$ cat config.mk
export PLATFORM = sky130hd
export DESIGN_NAME = mult_operand_server
export DESIGN_NICKNAME = d
export VERILOG_FILES = /design/src/rtl/mult_srv_pkg.sv /design/src/rtl/mult_srv_sb.sv /design/src/rtl/mult_operand_server.sv
export SDC_FILE = /design/constraint.sdc
export NUM_CORES = 1
export LEC_CHECK = 0
export ABC_AREA = 1
export BUFFER_PORTS_ARGS = -buffer_cell sky130_fd_sc_hd__buf_2
export CAP_MARGIN = 5
export CORE_ASPECT_RATIO = 1.1
export CORE_MARGIN = 2
export CORE_UTILIZATION = 40
export DETAILED_ROUTE_END_ITERATION = 10
export PLACE_DENSITY_LB_ADDON = 0.12
export RECOVER_POWER = 50
export SYNTH_ARGS = -nofsm -noshare
export SYNTH_HDL_FRONTEND = slang
export SYNTH_SLANG_ARGS = --single-unit
$ cat constraint.sdc
create_clock -name CLK -period 6.3 [get_ports CLK]
set_clock_uncertainty 0.05 [all_clocks]
set_input_delay 0.945 -clock CLK [delete_from_list [all_inputs] [get_ports CLK]]
set_output_delay 0.945 -clock CLK [all_outputs]
set_load 0.01 [all_outputs]
$ cat src/rtl/mult_srv_pkg.sv
// Shared types and constants for the multiplier operand server and its scoreboard.
package mult_srv_pkg;

    localparam int unsigned DATA_W = 8;
    localparam int unsigned PROD_W = 16;

    // Fibonacci feedback taps 8,6,5,4 -> bits 7,5,4,3
    localparam logic [DATA_W-1:0] LFSR_TAPS = 8'hB8;

    typedef enum logic [2:0] {
        ST_IDLE  = 3'd0,
        ST_KICK  = 3'd1,
        ST_FEED  = 3'd2,
        ST_DRAIN = 3'd3,
        ST_DONE  = 3'd4,
        ST_ERR   = 3'd5
    } srv_state_t;

    function automatic logic [DATA_W-1:0] lfsr_next(input logic [DATA_W-1:0] v);
        return {v[DATA_W-2:0], ^(v & LFSR_TAPS)};
    endfunction

endpackage

$ cat src/rtl/mult_srv_sb.sv
// Expected-product scoreboard: synchronous FIFO with push/pop/flush and empty/full flags.
module mult_srv_sb #(
    parameter int unsigned DEPTH = 8,
    parameter int unsigned W     = 16
) (
    input  logic         i_clk,
    input  logic         i_rst_n,
    input  logic         i_push,
    input  logic [W-1:0] i_data,
    input  logic         i_pop,
    input  logic         i_flush,
    output logic [W-1:0] o_head,
    output logic         o_empty,
    output logic         o_full
);

    localparam int unsigned PW = $clog2(DEPTH);

    logic [W-1:0] r_mem [DEPTH];
    logic [PW-1:0] r_wr;
    logic [PW-1:0] r_rd;
    logic [PW:0]   r_cnt;
    logic          w_push;
    logic          w_pop;

    assign w_push  = i_push & ~o_full;
    assign w_pop   = i_pop & ~o_empty;
    assign o_empty = (r_cnt == '0);
    assign o_full  = (r_cnt == (PW+1)'(DEPTH));
    assign o_head  = r_mem[r_rd];

    always_ff @(posedge i_clk or negedge i_rst_n) begin
        if (!i_rst_n) begin
            r_wr  <= '0;
            r_rd  <= '0;
            r_cnt <= '0;
        end else if (i_flush) begin
            r_wr  <= '0;
            r_rd  <= '0;
            r_cnt <= '0;
        end else begin
            if (w_push) r_wr <= r_wr + PW'(1);
            if (w_pop)  r_rd <= r_rd + PW'(1);
            case ({w_push, w_pop})
                2'b10:   r_cnt <= r_cnt + (PW+1)'(1);
                2'b01:   r_cnt <= r_cnt - (PW+1)'(1);
                default: r_cnt <= r_cnt;
            endcase
        end
    end

    always_ff @(posedge i_clk) begin
        if (w_push) r_mem[r_wr] <= i_data;
    end

endmodule

$ cat src/rtl/mult_operand_server.sv
// Operand source / result checker for the multiplier batch engine.
// Optional HALT_ON_ERR_EN: first mismatch during a run halts the engine and parks in ERR.
module mult_operand_server
    import mult_srv_pkg::*;
#(
    parameter int unsigned       BATCH     = 8,
    parameter int unsigned       NUM_BATCH = 4,
    parameter logic [DATA_W-1:0] SEED_A    = 8'h03,
    parameter logic [DATA_W-1:0] SEED_B    = 8'h01
) (
    input  logic              CLK,
    input  logic              RST_N,
    input  logic              GO,
    input  logic              ABORT,
    input  logic              REQ_AB,
    input  logic [PROD_W-1:0] X,
    input  logic              X_VALID,
    output logic [DATA_W-1:0] A,
    output logic [DATA_W-1:0] B,
    output logic              ACK,
    output logic              START,
    output logic              HALT,
    output logic              BUSY,
    output logic              DONE,
    output logic [PROD_W-1:0] PASS_CNT,
    output logic [PROD_W-1:0] ERR_CNT
);

    localparam int unsigned CW = $clog2(BATCH + 1);
    localparam int unsigned BW = $clog2(NUM_BATCH + 1);
    localparam logic [DATA_W-1:0] SEED_B_EFF = (SEED_B == '0) ? 8'h01 : SEED_B;

    srv_state_t        r_state;
    logic [CW-1:0]     r_sent;
    logic [CW-1:0]     r_rcvd;
    logic [BW-1:0]     r_batch;
    logic [DATA_W-1:0] r_gen_a;
    logic [DATA_W-1:0] r_gen_b;
    logic [DATA_W-1:0] r_a;
    logic [DATA_W-1:0] r_b;
    logic              r_ack;
    logic              r_halt;
    logic [PROD_W-1:0] r_pass;
    logic [PROD_W-1:0] r_err;

    logic              w_busy;
    logic              w_go;
    logic              w_abort;
    logic              w_trip;
    logic              w_stop;
    logic              w_fire;
    logic              w_pop;
    logic              w_good;
    logic              w_bad;
    logic              w_flush;
    logic [PROD_W-1:0] w_prod;
    logic [PROD_W-1:0] w_head;
    logic              w_sb_empty;
    logic              w_sb_full;

    assign w_busy  = (r_state == ST_KICK) | (r_state == ST_FEED) | (r_state == ST_DRAIN);
    assign w_go    = GO & ((r_state == ST_IDLE) | (r_state == ST_DONE) | (r_state == ST_ERR));
    assign w_abort = ABORT & w_busy;
    assign w_pop   = X_VALID & ~w_sb_empty;
    assign w_good  = w_pop & (X == w_head);
    assign w_bad   = X_VALID & (w_sb_empty | (X != w_head));
`ifdef HALT_ON_ERR_EN
    assign w_trip  = w_bad & w_busy;
`else
    assign w_trip  = 1'b0;
`endif
    assign w_stop  = w_abort | w_trip;
    assign w_flush = w_stop | w_go;
    assign w_prod  = PROD_W'(r_gen_a) * PROD_W'(r_gen_b);

    // ACK-low term spaces pairs two cycles apart; a stop in the same cycle suppresses the pair
    assign w_fire = (r_state == ST_FEED) & REQ_AB & ~r_ack & (r_sent < CW'(BATCH))
                  & ~w_stop & ~w_sb_full;

    mult_srv_sb #(
        .DEPTH (BATCH),
        .W     (PROD_W)
    ) u_sb (
        .i_clk   (CLK),
        .i_rst_n (RST_N),
        .i_push  (w_fire),
        .i_data  (w_prod),
        .i_pop   (w_pop),
        .i_flush (w_flush),
        .o_head  (w_head),
        .o_empty (w_sb_empty),
        .o_full  (w_sb_full)
    );

    always_ff @(posedge CLK or negedge RST_N) begin
        if (!RST_N) begin
            r_state <= ST_IDLE;
            r_sent  <= '0;
            r_rcvd  <= '0;
            r_batch <= '0;
            r_gen_a <= SEED_A;
            r_gen_b <= SEED_B_EFF;
            r_a     <= '0;
            r_b     <= '0;
            r_ack   <= 1'b0;
            r_halt  <= 1'b0;
        end else begin
            r_ack  <= w_fire;
            r_halt <= w_stop;
            if (w_fire) begin
                r_a     <= r_gen_a;
                r_b     <= r_gen_b;
                r_gen_a <= r_gen_a + 8'd1;
                r_gen_b <= lfsr_next(r_gen_b);
                r_sent  <= r_sent + CW'(1);
            end
            if (w_pop && ((r_state == ST_FEED) || (r_state == ST_DRAIN)))
                r_rcvd <= r_rcvd + CW'(1);
            case (r_state)
                ST_IDLE, ST_DONE, ST_ERR: begin
                    if (GO) begin
                        r_state <= ST_KICK;
                        r_batch <= '0;
                    end
                end
                ST_KICK: begin
                    r_sent <= '0;
                    r_rcvd <= '0;
                    if (REQ_AB) r_state <= ST_FEED;
                end
                ST_FEED: begin
                    if (r_sent == CW'(BATCH)) r_state <= ST_DRAIN;
                end
                ST_DRAIN: begin
                    if (r_rcvd == CW'(BATCH)) begin
                        if (r_batch == BW'(NUM_BATCH - 1)) begin
                            r_state <= ST_DONE;
                        end else begin
                            r_state <= ST_KICK;
                            r_batch <= r_batch + BW'(1);
                        end
                    end
                end
                default: r_state <= ST_IDLE;
            endcase
            if (w_abort)     r_state <= ST_IDLE;
            else if (w_trip) r_state <= ST_ERR;
        end
    end

    always_ff @(posedge CLK or negedge RST_N) begin
        if (!RST_N) begin
            r_pass <= '0;
            r_err  <= '0;
        end else if (w_go) begin
            r_pass <= '0;
            r_err  <= '0;
        end else if (r_state != ST_ERR) begin
            if (w_good && (r_pass != '1)) r_pass <= r_pass + 16'd1;
            if (w_bad  && (r_err  != '1)) r_err  <= r_err  + 16'd1;
        end
    end

    assign A        = r_a;
    assign B        = r_b;
    assign ACK      = r_ack;
    assign HALT     = r_halt;
    assign START    = (r_state == ST_KICK) & ~ABORT;
    assign BUSY     = w_busy;
    assign DONE     = (r_state == ST_DONE);
    assign PASS_CNT = r_pass;
    assign ERR_CNT  = r_err;

endmodule
Yosys cells after proc, flatten, opt, wreduce, memory -nomap -nowiden
Memory sizes are Yosys's and may differ from the RTL's.
Cells that the tools add are included.
- register bits: 90
- bits in latches: 0
- bits in writable memories: 128
- memory bits (read-only): 0
- bits of input ports: 22
- output and inout port bits: 53
- word-level logic and storage cells: 125
- memories kept: 1
- $add $sub $neg: 10
- multiply operators: 1
- div/mod/pow operators: 0
- magnitude comparators: 1
- eq/ne operators: 23
- shift operators: 0
- muxes and demuxes: 29
- bitwise operators: 24
- reduce and logical (&&, ||, !) cells: 21
- memory list (memory ; depth ; width ; read ports ; clocked after memory_dff ; write ports ; line ; source):
    u_sb.r_mem ; 8 ; 16 ; 1 ; 0 ; 1 ; mult_srv_sb.sv:19 ; logic [W-1:0] r_mem [DEPTH];
- operators with widths (cell ; count):
    $mux W16 ; 6
    $mux W3 ; 13
    $add A16 B1 Y16 const B ; 2
    $ne A16 B16 Y1 const B ; 2
    $mux W4 ; 5
    $eq A16 B16 Y1 ; 1
    $mul A8 B8 Y16 ; 1
    $ne A16 B16 Y1 ; 1
    $reduce_bool A2 Y1 ; 8
    $and A1 B1 Y1 ; 13
    $add A4 B1 Y4 const B ; 3
    $eq A4 B4 Y1 const B ; 3
    $pmux W3 S4 ; 1
    $add A3 B1 Y3 const B ; 3
    $eq A3 B2 Y1 const B ; 3
    $ne A3 B3 Y1 const B ; 3
    $add A8 B1 Y8 const B ; 1
    $pmux W4 S2 ; 1
    $reduce_and A4 Y1 ; 2
    $reduce_xor A8 Y1 ; 1
    $eq A3 B3 Y1 const B ; 2
    $ne A3 B2 Y1 const B ; 2
    $or A1 B1 Y1 ; 6
    $pmux W3 S2 ; 1
    16 further kinds ; 25

Logic depth before layout (Yosys ltp)
- depth in word-level cells: 11
- gate-level depth with buffers: 20

Cells and area by module
A second synthesis with hierarchy kept.
- cells, all modules: 1375
- area total of the unflattened synthesis: 12251.8 um^2
- by module, submodules not included (module ; times used ; cells each ; area each (um^2) ; seq. area each (um^2)):
    mult_operand_server ; 1 ; 917 ; 6651.4 ; 1830.5
    mult_srv_sb ; 1 ; 458 ; 5600.4 ; 4093.9

Worst setup path after synthesis
No wires, ideal clock.
- path type: reg2reg
- start: reg r_gen_a[0]
- end: mem u_sb.r_mem[0][14] (data pin)
- data arrival time: 4.509 ns
- data required time: 6.019 ns
- slack: 1.510 ns
- cell stages (with the launch flop): 19
- buffers on the path: 1
- path through: dfstp_2 > clkbuf_1 > nand2_1 > fa_1 > fa_1 > inv_1 > fa_1 > inv_1 > fa_1 > inv_1 > ha_1 > a21oi_1 > o21ai_0 > a21oi_1 > o21ai_0 > a21oi_1 > nor2_1 > nor2_1 > xnor2_1
- cells in the longest elaborated chain, start to end: 1
- ends and longest elaborated chain (what ; line ; source):
    start, declared ; mult_operand_server.sv:37 ; logic [DATA_W-1:0] r_gen_a;
    start signal, assigned ; mult_operand_server.sv:113 ; r_gen_a <= r_gen_a + 8'd1;
    $mul A8 B8 Y16 ; mult_operand_server.sv:74 ; assign w_prod = PROD_W'(r_gen_a) * PROD_W'(r_gen_b);
    net u_sb.i_data[14] ; mult_srv_sb.sv:9 ; input logic [W-1:0] i_data,
    end, declared ; mult_srv_sb.sv:19 ;
The timed path passes the listed nets, and every way through them passes these cells.

Final worst setup path
- start: reg r_gen_a[0]
- end: mem u_sb.r_mem[1][14] (data pin)
The elaborated chain is that of the path after synthesis.

==> impl_metrics.toml <==
[drt]
drt_iter0_markers = 398
vias = 9047
viasPerCell = 4.71
wl_per_cell_um = 14.7
drtPass1Iterations = 5
antenna_left = 0
finalWirelength_um = 28200
route.detailed.drc = 0

[power_and_ir_drop]
clockPowerShare = 0.222
p_leak_nw = 6.74
seqPwrFrac = 0.365
power_density_nw_per_um2 = 490
power_frac_comb = 0.413
ir_worst_vdd_uv = 261
switching_share = 0.407
p_sw_w = 0.00277
p_int_w = 0.00403

[floorplanning]
rows = 67
coreArea_sq_um = 30400
io_pins = 75
start_util = 0.406
die_area_sq_um = 32300
fp.dieW_um = 172
die_y_um = 188

[logic_synthesis]
netlist_area_sq_um = 12400
yosys.area.top_type_share = 0.311
ys_ff_latch = 211
yosysSeqAreaShare = 0.479
yosysWarnings = 0
synth_edf_count = 128
synth_ff_type = "edfxtp_1"
synth_nets = 1543
syn_area_per_cell_sq_um = 8.62
yosys-top-cells-area = "edfxtp_1 31%, dfrtp_1 16%, nand2_1 13%"
async_flop_share = 0.393
syn_inst = 1434
synth_top_area_cell = "edfxtp_1"
synth_cell_type_count = 42

[clock_network]
cts_resized = 0
root_buffer = "clkbuf_16"
clkTransAtPathRegs_ns = 0.06
clock_latency_ns = 0.54
cts.htree.levels = 1
ctsHoldBuffers = 0
post_cts_buffers = 0
cts.sinks = 211
cts_buffer_depth = 3
cts_tree = "yes"
cts_buffers = 25

[global_route]
grt_pass1_wl_um = 46800
antenna_found_initial = 0
grt.total_usage = 0.182
grt_pass1_vias = 8948
grt-ovfl-total = 0
grt_max_degree = 72

[critical_path]
crit_path_top_delay_cell = "dfstp_1"
worstPathArrival_ns = 5.35
r2r_cells = 17
critPathCaptureType = "register"
regToRegSetupSlack_ns = 1.16
r2r_start = "r_gen_a[0]$_DFFE_PN1P_"
cp_cell_sequence = "nand2_1 > fa_1 > fa_1 > inv_1 > fa_1 > inv_1 > fa_1 > inv_1 > ha_1 > a21oi_1 > o21ai_0 > a21oi_1 > o21ai_0 > a21oi_1 > nor2_1 > nor2_1 > xnor2_1"
worstPathMaxFanout = 11
cp.required_ns = 6.51
start_kind = "register"
cpMostUsedCell = "fa_1"
critPathKind = "reg -> reg"
slowest_delay_ns = 0.76
reg2reg_to = "u_sb.r_mem[1][14]$_DFFE_PP_"

[sta]
period_needed_ns = 5.14
maxSlewViolCount = 0
setup_violations = 0
worstMarginPinSlew_ns = 1.33
max_freq_ghz = 0.194
fin_crit_sh = 0.816
tns_ns = 0
hold_viol_final = 0
rsz0062_at_grt = "no"
timing.hold.ws_ns = 0.382
slew_headroom = 0.116

[layout]
syn_to_final_growth_pct = 12.1
layout.nets = 1596
antenna_cells = 0
drive_gt1_frac = 0.0644

[status]
status = "finished, final reports clean"

[placement]
portBuffers = 74
place_congestion = 0.796
hpwl_um = 18500

[hold_path]
min_path_type = "in -> async"

[run]
drv_cap = 0
-- layout make-up --
cell class	instances	area, sq um
Clock inverter	14	139
Inverter	249	937
Timing Repair Buffer	90	405
Multi-Input combinational cell	910	5200
Clock buffer	32	738
Fill cell	2963	16600
Tap cell	414	518
Sequential cell	211	5930
-- per-stage QoR --
stage | worst slack (ns) | area [sq um] | utilization | std cells | power (W)
CTS | 1.25 | 13900 | 0.458 | 1920 | 0.00688
detailed placement | 1.28 | 13100 | 0.430 | 1874 | 0.00533
finish | 1.16 | 13900 | 0.455 | 1920 | 0.00679
global route | 0.745 | 13900 | 0.455 | 1920 | 0.00736
floorplan | 1.51 | 12400 | - | 1434 | 0.00451
global placement | 1.39 | 13100 | 0.430 | 1874 | 0.00530
-- placed cells by master (no fill, tap or decap), drive strengths merged, types with 32 or more instances in the layout --
cell type and instances:
dfrtp 80, o21ai 33, nand3 129, xor2 40, inv 252, ha 50, buf 32, clkbuf 90
nand2 421, edfxtp 128, nor2 86, fa 37
-- cell usage after synthesis (all sizes together), types with 9 or more instances --
master	n
a21oi	29
buf	38
clkbuf	26
dfrtp	80
edfxtp	128
fa	37
ha	50
inv	249
nand2	421
nand3	129
nand3b	10
nand4	19
nor2	86
nor3	24
o21ai	33
xnor2	9
xor2	40
-- logic make-up after synthesis --
family / synth area share
AOI/OAI and AO/OA: 0.0341
adders and majority gates: 0.111
buffers and inverters: 0.103
xor gates and xnor gates: 0.0347
and+or+nand+nor: 0.238
DFF: 0.479
-- sequential cells by signal, indices dropped and copies added (netlist names) --
register and count:
A 8, ACK 1, B 2, ERR_CNT 16, HALT 1, PASS_CNT 16
r_batch 3, r_gen_a 8, r_gen_b 7, r_rcvd 4, r_sent 4, r_state 3
u_sb.r_cnt 4, u_sb.r_mem 128, u_sb.r_rd 3, u_sb.r_wr 3
-- layer usage --
metal  track usage  vias to the layer above  wire [um]
li1              -                     4632          -
met1         0.242                     4271      13000
met2         0.315                      112      13700
met3        0.0260                       32       1080
met4        0.0368                        0        389
met5             0                        -          0
-- critical path, delay by kind of cell, from the launching register on --
family                     cells  cell delay [ns]
xor gates and xnor gates       1             0.44
DFF                            1             0.76
AOI/OAI and AO/OA              5             0.67
and+or+nand+nor                3             0.30
buffers and inverters          3             0.14
adders and majority gates      5             2.49
-- worst max path at each step --
| stage | start | end | slack [ns] | depth (start not counted) |
|---|---|---|---|---|
| after floorplan | r_gen_a[0]$_DFFE_PN1P_ | u_sb.r_mem[0][14]$_DFFE_PP_ | 1.51 | 18 |
| after global placement | r_gen_a[0]$_DFFE_PN1P_ | u_sb.r_mem[3][14]$_DFFE_PP_ | 1.39 | 17 |
| after detailed placement | r_gen_a[0]$_DFFE_PN1P_ | u_sb.r_mem[0][14]$_DFFE_PP_ | 1.28 | 17 |
| after CTS | r_gen_a[0]$_DFFE_PN1P_ | u_sb.r_mem[1][14]$_DFFE_PP_ | 1.25 | 17 |
| after global routing | r_gen_a[1]$_DFFE_PN1P_ | u_sb.r_mem[1][14]$_DFFE_PP_ | 0.75 | 17 |
| final | r_gen_a[0]$_DFFE_PN1P_ | u_sb.r_mem[1][14]$_DFFE_PP_ | 1.16 | 17 |
-- power by group through the flow --
stage                     logic [W]  registers (W)  clock network (W)
after floorplan             0.00212        0.00239                  0
after global placement      0.00280        0.00250                  0
after global routing        0.00324        0.00252            0.00160
after CTS                   0.00286        0.00248            0.00154
final                       0.00281        0.00248            0.00151
after detailed placement    0.00283        0.00251                  0
(Power assumes the default switching activity.)
